$ cat src/rtl/wptr_full_level.sv
// Write-domain pointer and status for the async FIFO: Gray write pointer, full,
// almost-full against a programmable threshold, fill level and a sticky overflow flag.
module wptr_full_level #(
  parameter int ASIZE = 4
) (
  input  logic             wclk,
  input  logic             wrst_n,
  input  logic             winc,
  input  logic [ASIZE:0]   wq2_rptr,
  input  logic [ASIZE:0]   afull_thresh,
  input  logic             clr_ovf,
  output logic [ASIZE-1:0] waddr,
  output logic [ASIZE:0]   wptr,
  output logic             wfull,
  output logic             awfull,
  output logic [ASIZE:0]   wlevel,
  output logic             wovf
);

  localparam logic [ASIZE:0] DEPTH = (ASIZE+1)'(2**ASIZE);

  logic [ASIZE:0] wbin_q,   wbin_d;
  logic [ASIZE:0] wptr_q,   wptr_d;
  logic [ASIZE:0] wlevel_q, wlevel_d;
  logic           wfull_q,  wfull_d;
  logic           awfull_q, awfull_d;
  logic           wovf_q,   wovf_d;

  logic [ASIZE:0] rbin;
  logic [ASIZE:0] thr_eff;
  logic           accept;

  // Gray to binary: each binary bit is the XOR of all Gray bits at or above it.
  always_comb begin
    rbin = '0;
    for (int i = 0; i <= ASIZE; i++) begin
      rbin[i] = ^(wq2_rptr >> i);
    end
  end

  always_comb begin
    thr_eff = afull_thresh;
    if (afull_thresh > DEPTH) begin
      thr_eff = DEPTH;
    end
  end

  // Acceptance uses the registered full flag, so a write in the cycle full rises is refused.
  always_comb begin
    accept   = winc & ~wfull_q;
    wbin_d   = wbin_q + {{ASIZE{1'b0}}, accept};
    wptr_d   = (wbin_d >> 1) ^ wbin_d;
    wlevel_d = wbin_d - rbin;
    wfull_d  = (wlevel_d == DEPTH);
    awfull_d = (wlevel_d >= thr_eff);
    wovf_d   = wovf_q;
    if (winc & wfull_q) begin
      wovf_d = 1'b1;
    end else if (clr_ovf) begin
      wovf_d = 1'b0;
    end
  end

  always_ff @(posedge wclk or negedge wrst_n) begin
    if (!wrst_n) begin
      wbin_q   <= '0;
      wptr_q   <= '0;
      wlevel_q <= '0;
      wfull_q  <= 1'b0;
      awfull_q <= 1'b0;
      wovf_q   <= 1'b0;
    end else begin
      wbin_q   <= wbin_d;
      wptr_q   <= wptr_d;
      wlevel_q <= wlevel_d;
      wfull_q  <= wfull_d;
      awfull_q <= awfull_d;
      wovf_q   <= wovf_d;
    end
  end

  assign waddr  = wbin_q[ASIZE-1:0];
  assign wptr   = wptr_q;
  assign wlevel = wlevel_q;
  assign wfull  = wfull_q;
  assign awfull = awfull_q;
  assign wovf   = wovf_q;

endmodule

$ cat config.mk
export PLATFORM = sky130hd
export DESIGN_NAME = wptr_full_level
export DESIGN_NICKNAME = d
export VERILOG_FILES = /design/src/rtl/wptr_full_level.sv
export SDC_FILE = /design/constraint.sdc
export NUM_CORES = 1
export LEC_CHECK = 0
export BUFFER_PORTS_ARGS = -buffer_cell sky130_fd_sc_hd__buf_4
export CORE_ASPECT_RATIO = 1.4
export CORE_MARGIN = 5
export CORE_UTILIZATION = 47
export CTS_BUF_LIST = sky130_fd_sc_hd__clkbuf_2
export DETAILED_ROUTE_END_ITERATION = 8
export HOLD_SLACK_MARGIN = 0.03
export PLACE_DENSITY = 0.74
export SLEW_MARGIN = 30
export SYNTH_ARGS = -nofsm -noshare
export SYNTH_HDL_FRONTEND = slang
export SYNTH_SLANG_ARGS = --single-unit
export TNS_END_PERCENT = 20
$ cat constraint.sdc
create_clock -name wclk -period 2.3 [get_ports wclk]
set_clock_uncertainty 0.1 [all_clocks]
set_input_delay 0.115 -clock wclk [delete_from_list [all_inputs] [get_ports wclk]]
set_output_delay 0.115 -clock wclk [all_outputs]
set_load 0.02 [all_outputs]
== After elaboration in Yosys (flattened, before gate mapping) ==
Index checks and enable logic that the tools add are counted.

* Equality and inequality tests: 1
* $lt $le $gt $ge: 2
* Bitwise operators: 4
* Mux-type cells: 3
* $add $sub $neg: 2
* Reductions and logical operators: 6

{| class="wikitable"
|+ Operator list
! operator !! number
|-
| 5-bit parity || 5
|-
| 5-bit by 1-bit adder with 5-bit output || 1
|-
| 5-bit == test (second input constant) || 1
|-
| 5-bit greater-or-equal comparator || 1
|-
| 5-bit greater-than comparator (second input constant) || 1
|-
| 5-bit 2-to-1 mux || 1
|-
| 5-bit subtractor || 1
|-
| 4-bit by 5-bit XOR with 5-bit output || 1
|-
| 1-bit AND || 2
|-
| 1-bit 2-to-1 mux || 2
|-
| 2-bit nonzero test || 1
|-
| 1-bit NOT || 1
|}

* Output and inout port bits: 17
* Register bits: 18

== Logic depth before layout (Yosys ltp) ==
* Depth after elaboration: 5
* Gate-level depth with buffers: 13
* Gate-level depth less buffers: 13

== Worst setup path before layout ==
OpenSTA, ideal clock, no wires.

* Path kind: reg2reg
* Start point: register wfull_q (netlist: wfull)
* End point: register awfull_q (netlist: awfull)
* Library setup time: 121 ps
* Slack: -366 ps
* Period minus slack after synthesis: 2666 ps
* Stages on the path, launching flop included: 13
* Data arrival time: 2445 ps
* Path buffers: 0
* Path through: dfrtp_1 > nor2b_1 > ha_1 > ha_1 > xnor2_1 > inv_1 > ha_1 > a21oi_2 > xnor2_1 > ha_1 > nor2b_1 > o21ai_1 > nand2b_1

* Word-level cells in the longest chain between the ends: 5

{| class="wikitable"
|+ RTL lines
! item !! line !! text
|-
| start, declared || 25 || <nowiki>logic wfull_q, wfull_d;</nowiki>
|-
| start signal, assigned || 76 || <nowiki>wfull_q <= wfull_d;</nowiki>
|-
| 1-bit NOT || 50 || <nowiki>accept = winc & ~wfull_q;</nowiki>
|-
| 1-bit AND || 50 ||
|-
| 5-bit by 1-bit adder with 5-bit output || 51 || <nowiki>wbin_d = wbin_q + {{ASIZE{1'b0}}, accept};</nowiki>
|-
| via wbin_d[2] || 22 || <nowiki>logic [ASIZE:0] wbin_q, wbin_d;</nowiki>
|-
| 5-bit subtractor || 53 || <nowiki>wlevel_d = wbin_d - rbin;</nowiki>
|-
| via wlevel_d[3] || 24 || <nowiki>logic [ASIZE:0] wlevel_q, wlevel_d;</nowiki>
|-
| 5-bit greater-or-equal comparator || 55 || <nowiki>awfull_d = (wlevel_d >= thr_eff);</nowiki>
|-
| via awfull_d || 26 || <nowiki>logic awfull_q, awfull_d;</nowiki>
|-
| end signal, assigned || 77 || <nowiki>awfull_q <= awfull_d;</nowiki>
|-
| end, declared || 26 ||
|}

The timed path passes the listed nets, and every way through them passes these cells.
A chain may end at the register's enable or synchronous reset.

== Worst setup path in the final report ==
Same ends and word-level chain as after synthesis.

==> run summary <==
Worst Path Arrival -> 2.56 ns
Bufs and invs on worst path -> 1
failing checks -> negative setup slack
max incr delay on CP -> 0.46 ns
Synth Area in Simple Gates -> 10.9%
wire length on met3 -> 103 um
fin crit share -> 107%
Synth Register Bits -> 17
clk buf depth -> 2
Die ar. -> 3090 sq um
mean routed wirelength per cell -> 13.5 um
via count -> 788
WL final -> 2200 um
post-synth top area share -> 43.8%
Adder-Cell Fraction of Synth Area -> 14.2%
Top FF cell, synth -> dfrtp_1
XOR/XNOR Fraction of Synth Area -> 20.6%
DRT iter0 DRCs -> 2
# port buffers -> 30
CP delay by family, top -> adder cells
Die Wd -> 48.4 um
Crit path depth -> 12
RSZ-0062 raised after global routing -> true
setup ws final -> -0.151 ns
first-pass GRT wire length -> 3760 um
metal2 WL -> 1160 um
Worst Path Max Fanout -> 3
run status -> finished, violations left
CTS H-tree lvls -> 1
asr flop ratio synth -> 100%
Final Critical Period -> 2.45 ns
commonest cells in the netlist -> dfrtp_1, ha_1, xnor2_1, inv_1
Yosys cell types -> 22
Synthesized Nets -> 110
r2r endpoint -> awfull$_DFF_PN0_
Fillers -> 126
r2r setup slk -> -0.15 ns
GRT Total Usage -> 15.5%
Worst-path clk slew -> 0.16 ns
number of synthesized flops with an enable pin -> 0
Pre-antenna DRT Iters -> 3
Top Layer Used -> met4
gr ovfl total -> 0
worst slew pin tran -> 0.280 ns
Initial Util -> 49.3%
Syn-to-layout area delta -> 65.1%
worst r2r src -> wfull$_DFF_PN0_
Die Ht -> 63.8 um
residual DRC count -> 0
DP Wirelength -> 1650 um
Mean Syn Cell Area -> 11.4 sq um
Post-DRT Antenna Nets -> 0
pin count of the biggest net entering global routing -> 18
crit path to -> awfull$_DFF_PN0_
Fmax -> 408 MHz
CTS buffer count -> 3
required time worst endpoint -> 2.41 ns
ant diodes -> 0
io pins -> 31
# setup viols final -> 2
final instance area -> 1610 sq um
layout cells sized above 1 -> 58.9%
crit path capture type -> flop
Placed Instances -> 153
Row Count -> 19
Placed Area -> 1490 sq um
initial antenna violation count -> 0
post-synthesis cell count -> 85
Final Slew Violations -> 0
worst reg2reg path depth -> 12
final hold slack -> 0.105 ns
kind of critical path -> reg -> reg
CTS sink cnt -> 17
Seq/Total Area, Yosys -> 43.8%
post-synth design cell area -> 972 sq um
Finished Layout Cells -> 162
crit path launch -> wfull$_DFF_PN0_
largest cells by area after synthesis -> dfrtp_1, ha_1, xnor2_1, xor2_1, inv_1
WL met1 -> 873 um
# nets final -> 167
Root Driver -> clkbuf_2
vias in the first global route -> 845
Core ar. -> 1970 sq um
post-layout util -> 81.4%
Max Cap Viol -> 0
Synth warnings -> 0
mux cell area share after synthesis -> 1.54%
Placer Congestion -> 0.842
largest family of logic cells by synthesized area -> XOR/XNOR gates
vias per inst -> 4.86
Worst-Skew Late Latency -> 0.29 ns
post-synthesis compound-gate area fraction -> 5.53%
final hold violations -> 0
critical path launch point type -> flop
most common cell in the synthesized netlist -> dfrtp_1
area leader, netlist -> dfrtp_1
crit-path cells -> nor2b_4 > ha_4 > inv_2 > ha_4 > o21ai_1 > mux2_4 > a21oi_4 > xnor2_2 > ha_1 > nor2b_1 > o21ai_1 > nand2b_1
slowest cell on the critical path -> dfrtp_2
CTS tree -> done
Hold Path Class -> in -> async
Rel. slew slack -> 81.2%
worst min path at each step:
stage | startpoint | to | slack [ns] | cells past startpoint
after floorplan | wrst_n | awfull$_DFF_PN0_ | -0.28 | 0
after global placement | wrst_n | wlevel[4]$_DFF_PN0_ | -0.12 | 1
after detailed placement | wrst_n | awfull$_DFF_PN0_ | -0.11 | 1
after CTS | wrst_n | wbin_q[0]$_DFF_PN0_ | 0.12 | 2
after global routing | wrst_n | wlevel[1]$_DFF_PN0_ | 0.12 | 2
final | wrst_n | awfull$_DFF_PN0_ | 0.10 | 2
logic make-up after synthesis:
family	count (synthesis)
simple gates	20
xor+xnor	19
flops	17
fa+ha+maj	11
buf+inv	9
compound gates	8
mux	1
cell usage in the layout (no fill, tap or decap), types with 2 or more instances in the layout:
master and instances:
nor2_2 2, nor2_1 2, dlygate4sd3_1 3, dfrtp_2 2, xnor2_1 5, o21ai_1 2
buf_4 49, xor2_1 4, nand2b_1 2, clkbuf_2 4, inv_2 2, inv_1 7
xnor2_2 7, nor2b_1 3, ha_4 5, dfrtp_1 15, nand2_1 5, xor2_4 2
ha_1 5
state kept, by name, indices dropped and copies added (netlist names):
| register | cells |
|---|---|
| wptr | 4 |
| awfull | 1 |
| wlevel | 5 |
| wovf | 1 |
| wbin_q | 5 |
| wfull | 1 |
cell type report:
type                       count  area [sq um]  area share [%]
clock buffer                   4          20.0            1.25
inverter                       9          33.8            2.10
multi-input combinational     59           699            43.6
sequential                    17           428            26.7
tap                           21          26.3            1.64
timing repair buffer          52           398            24.8
per-stage QoR:
step	setup TNS [ns]	setup slack [ns]
2_1_floorplan	-0.0875	-0.0875
3_3_place_gp	-0.206	-0.195
3_5_place_dp	-0.226	-0.202
4_1_cts	-0.125	-0.115
5_1_grt	-0.397	-0.253
6_report	-0.189	-0.151
worst register-to-register path: stages (launching register included):
cell      delay, ns
dfrtp_2        0.46
nor2b_4        0.18
ha_4           0.23
inv_2          0.06
ha_4           0.14
o21ai_1        0.06
mux2_4         0.29
a21oi_4        0.14
xnor2_2        0.14
ha_1           0.25
nor2b_1        0.13
o21ai_1        0.12
nand2b_1       0.06
what timing repair did:
| item | in CTS | in global routing |
|---|---|---|
| pin swaps | 9 | 2 |
| setup endpoints to repair | 2 | 2 |
| endpoints found under the hold margin | 18 | 0 |
| setup buffers | 2 | 0 |
| resized for setup | 7 | 3 |
| hold buffers | 3 | 0 |
per-layer routing:
metal  up-vias  GRT usage, %
met5         -             0
met4         0          9.34
met3         6          2.09
met2        22          27.1
met1       372          17.6
li1        388             -
Power is left out: the tool's default activity adds up to more than one toggle a clock period on the data nets, which glitch-free logic cannot reach.
